### config.mk
export PLATFORM = sky130hd
export DESIGN_NAME = seq_10000001_detector
export DESIGN_NICKNAME = d
export VERILOG_FILES = /design/src/rtl/seq_10000001_detector_pkg.sv /design/src/rtl/seq_10000001_detector.sv
export SDC_FILE = /design/constraint.sdc
export NUM_CORES = 1
export LEC_CHECK = 0
export ABC_AREA = 1
export CAP_MARGIN = 20
export CORE_AREA = 2 2 39 41
export DETAILED_ROUTE_END_ITERATION = 10
export DIE_AREA = 0 0 41 43
export GPL_ROUTABILITY_DRIVEN = 1
export GPL_TIMING_DRIVEN = 0
export SLEW_MARGIN = 20
export SYNTH_ARGS = -nofsm -noshare
export SYNTH_HDL_FRONTEND = slang
export SYNTH_SLANG_ARGS = --single-unit
### constraint.sdc
create_clock -name clk -period 1.15 [get_ports clk]
set_clock_uncertainty 0.2 [all_clocks]
set_input_delay 0.2875 -clock clk [delete_from_list [all_inputs] [get_ports clk]]
set_output_delay 0.2875 -clock clk [all_outputs]
set_load 0.02 [all_outputs]
### src/rtl/seq_10000001_detector_pkg.sv
// seq_10000001_detector_pkg: state encoding and pattern constant for the 10000001 detector
package seq_10000001_detector_pkg;
    localparam int STATE_W = 4;
    localparam logic [7:0] PATTERN = 8'b10000001;
    typedef enum logic [STATE_W-1:0] {
        S0 = 4'd0,
        S1 = 4'd1,
        S2 = 4'd2,
        S3 = 4'd3,
        S4 = 4'd4,
        S5 = 4'd5,
        S6 = 4'd6,
        S7 = 4'd7,
        S8 = 4'd8
    } state_t;
endpackage

### src/rtl/seq_10000001_detector.sv
// seq_10000001_detector: Moore FSM flagging each overlapping 10000001 in a serial bit stream
module seq_10000001_detector
    import seq_10000001_detector_pkg::*;
(
    input  logic clk,
    input  logic rst,
    input  logic J,
    output logic Y
);
    state_t state, state_next;
    always_ff @(posedge clk or posedge rst) begin
        if (rst) state <= S0;
        else     state <= state_next;
    end
    // Codes 9..15 fall to the default and recover to idle
    always_comb begin
        state_next = S0;
        case (state)
            S0:      state_next = J ? S1 : S0;
            S1:      state_next = J ? S1 : S2;
            S2:      state_next = J ? S1 : S3;
            S3:      state_next = J ? S1 : S4;
            S4:      state_next = J ? S1 : S5;
            S5:      state_next = J ? S1 : S6;
            S6:      state_next = J ? S1 : S7;
            S7:      state_next = J ? S8 : S0;
            S8:      state_next = J ? S1 : S2;
            default: state_next = S0;
        endcase
    end
    always_comb Y = (state == S8);
endmodule

### Word-level counts from Yosys, hierarchy flattened

Index checks and enable logic that the tools add are counted.

| operators by class | value |
|---|---|
| reduce and logical (&&, ||, !) cells | 2 |
| multiplexer cells | 9 |
| equality and inequality tests | 8 |

Operators by type and width:

| operator | number |
|---|---|
| $pmux W4 S8 | 1 |
| $eq A4 B3 Y1 const B | 4 |
| $mux W3 | 4 |
| $eq A4 B2 Y1 const B | 2 |
| $eq A4 B1 Y1 const B | 1 |
| $eq A4 B4 Y1 const B | 1 |
| $logic_not A4 Y1 | 1 |
| $mux W2 | 2 |
| $mux W4 | 1 |
| $reduce_or A2 Y1 | 1 |
| $mux W1 | 1 |

| storage, ports and cells | value |
|---|---|
| input bits | 3 |
| logic and storage cells | 20 |
| output and inout bits | 1 |
| bits in registers | 4 |

### Longest topological paths before layout

| depth | value |
|---|---|
| depth in word-level cells | 3 |
| mapped depth | 6 |

### Worst setup path before layout

Ideal clock, no wire load.

| timing path | value |
|---|---|
| path kind | reg2out |
| start | register state[0] |
| end | output port Y |
| slack | -152 ps |
| buffers on the path | 0 |
| arrival time | 814 ps |
| data required time | 662 ps |
| cell stages (with the launch flop) | 4 |
| cell sequence | dfrtp_1 nor2_2 nand3_2 inv_1 |

| on the way | value |
|---|---|
| word-level cells in the longest chain between the ends | 1 |

RTL lines:

| item | RTL line | source |
|---|---|---|
| start, declared | seq_10000001_detector.sv:10 | `state_t state, state_next;` |
| start signal, assigned | seq_10000001_detector.sv:13 | `else state <= state_next;` |
| $eq A4 B4 Y1 | seq_10000001_detector.sv:31 | `always_comb Y = (state == S8);` |
| end, declared | seq_10000001_detector.sv:8 | `output logic Y` |

Every way passes these cells.

### Worst setup path after layout

| timing path | value |
|---|---|
| start | register state[1] |
| end | output port Y |

The elaborated chain is that of the path after synthesis.

==> run_results.csv <==
group,metric,value,unit
outcome,status,"finished with violations",
outcome,violations,"setup timing",
cts,cts_buffer_depth,2,
worst_setup_path,critPathCaptureType,"output pin",
logic_synthesis,ys_seq_elements,4,
logic_synthesis,ys_seq_area_frac,0.338,
cts,cts_sinks,4,
placed_design,numPortBuffers,3,
hold_path,hold_class,"input port to async pin",
cells_and_area,layout-drive-gt1-share,0.455,
power,p_seq_frac,0.250,
worst_setup_path,crit_type,"flip-flop to output pin",
grt,antenna_found_initial,0,
power,p_comb_frac,0.569,
worst_setup_path,r2r_cells,7,
cells_and_area,area_growth_syn_to_layout,44.7,%
placed_design,post_dp_cell_area,347,µm²
power,total_power,953,µW
cts,cts_tree,"done",
route,first_iter_violations,15,
grt,grt_max_degree,9,
logic_synthesis,synth.net_count,48,
timing,setup_ws,-0.355,ns
logic_synthesis,ys_top_cells_by_area,"dfrtp_1 34%, nand2_1 18%, nand3_1 15%",
grt,grt_usage,0.0998,
grt,grt_pass1_vias,288,
cells_and_area,top_regs,"state x4",
placed_design,pre_cts_slack,-0.713,ns
cts,htreeDepth,1,
cts,clk_latency,0.23,ns
worst_setup_path,cp.arrival,1.02,ns
power,power.share.clock,0.181,
cells_and_area,final_cell_area,429,µm²
die,initial_core_util,0.214,
timing,fin_tns_setup,-0.814,ns
cts,cts_made_buffers,3,
die,fp.dieW,41,µm
cells_and_area,diodes,0,
logic_synthesis,yosysTopAreaCellShare,0.338,
route,num_vias,323,
route,vias_per_cell,4.55,
timing,finalCritPeriodShare,1.31,
die,ios,4,
timing,slew_violations,0,
job,drv.max_cap_violation_count,0,
logic_synthesis,ys_warn_count,0,
power,p_sw,430,µW
route,drt_wl_total,681,µm
power,p_int,524,µW
die,row_count,14,
timing,grt_setup_unrepaired,"true",
timing,hold_violations,0,
power,peakVddDrop,1.03,mV
route,antenna_left,0,
route,wl_per_cell,9.59,µm
worst_setup_path,cp-start-kind,"flip-flop",
power,power_leakage,0.238,nW
route,drcViolationCount,0,
logic_synthesis,synth_cell_types,9,
worst_setup_path,r2r_end,"state[0]",
die,dieArea,1760,µm²
grt,grt_pass1_wl,1130,µm
route,drt_pass1_iterations,4,
power,powerDensity,2220,nW/µm²
cells_and_area,regMostFlops,"state",
worst_setup_path,reg2reg_slack,-0.14,ns
die,core_area,1380,µm²
timing,clock.fmax,0.664,GHz
placed_design,dp_hpwl,452,µm
cells_and_area,largest_reg_flops,4,
worst_setup_path,timing.rr.start,"state[1]",
die,die_h,43,µm
cells_and_area,instances_no_fill,71,
cells_and_area,fin_nets,60,
cts,cts_root_buf,"clkbuf_4",
grt,overflow,0,
cells_and_area,final_core_util,0.310,
logic_synthesis,yosys.area.top_type,"dfrtp_1",
logic_synthesis,synthCells,45,
timing,setup_viol,5,
worst_setup_path,crit_required,0.66,ns
logic_synthesis,avgSynthCellArea,6.59,µm²
placed_design,place.gp.congestion,0.768,
worst_setup_path,cp_max_fo,2,
timing,hold_ws,0.0361,ns
timing,min_period,1.50,ns
placed_design,place_inst,64,
cts,clk_pin_slew,0.04,ns
power,sw_frac_of_total,0.451,
timing,max-slew-margin-rel,0.824,
logic_synthesis,synthesis.area,297,µm²
timing,tightest_slew,0.262,ns
-- layer usage --
metal	global-route usage	vias to the layer above	share of wire
met4	0.0600	0	0
met2	0.141	13	0.54
met3	0.0471	0	0.054
met5	0	-	0
met1	0.117	147	0.41
li1	-	163	-
-- how the worst max path moves through the flow --
stage,from,end,cells after the start,slack [ns]
2_1_floorplan,state[1],Y,3,-0.10
3_3_place_gp,state[1],Y,4,-0.70
3_5_place_dp,state[1],Y,4,-0.71
4_1_cts,state[0],Y,4,-0.38
5_1_grt,state[1],Y,4,-0.41
6_report,state[1],Y,4,-0.35
-- what timing repair did --
| item | 4_1_cts | 5_1_grt |
|---|---|---|
| endpoints found under the setup margin | 5 | 5 |
| buffers inserted | 3 | 2 |
| hold buffers | 0 | 0 |
| gates resized for setup | 11 | 6 |
| pin swaps | 1 | 5 |
-- power by group through the flow --
stage	combinational, mW	sequential [mW]	clock (mW)
3_3_place_gp	0.353	0.242	0
4_1_cts	0.474	0.235	0.177
3_5_place_dp	0.357	0.243	0
5_1_grt	0.608	0.243	0.196
6_report	0.543	0.239	0.172
2_1_floorplan	0.292	0.232	0
-- cell type report --
class | count | area [µm²]
clock buffer | 3 | 22.5
fill | 156 | 955
inverter | 8 | 32.5
multi-input combinational | 33 | 191
sequential | 4 | 101
tap | 16 | 20.0
timing repair buffer | 7 | 61.3
-- layout by cell type, fill, tap and decap left out, types with 2 or more instances in the layout --
master	n
nand3_1	8
inv_1	2
nand2_1	13
buf_4	4
nand3_2	4
nor2_4	2
inv_2	5
clkbuf_4	3
dfrtp_1	3
nor2_2	3
clkdlybuf4s50_1	2
-- critical path: stages (launching register included) --
cell     delay (ns)
dfrtp_1        0.40
nor2_4         0.13
nand3_2        0.08
inv_2          0.06
buf_6          0.10
-- synthesized netlist by cell type (all sizes together) --
library cell	n
nor4	1
nand2	14
inv	8
dfrtp	4
nand3	12
nor2	6
-- cells by family after synthesis --
| family | Yosys count | share of synthesized area |
|---|---|---|
| simple gates | 33 | 0.561 |
| buf+inv | 8 | 0.101 |
| flops | 4 | 0.338 |
(Power assumes the default switching activity.)
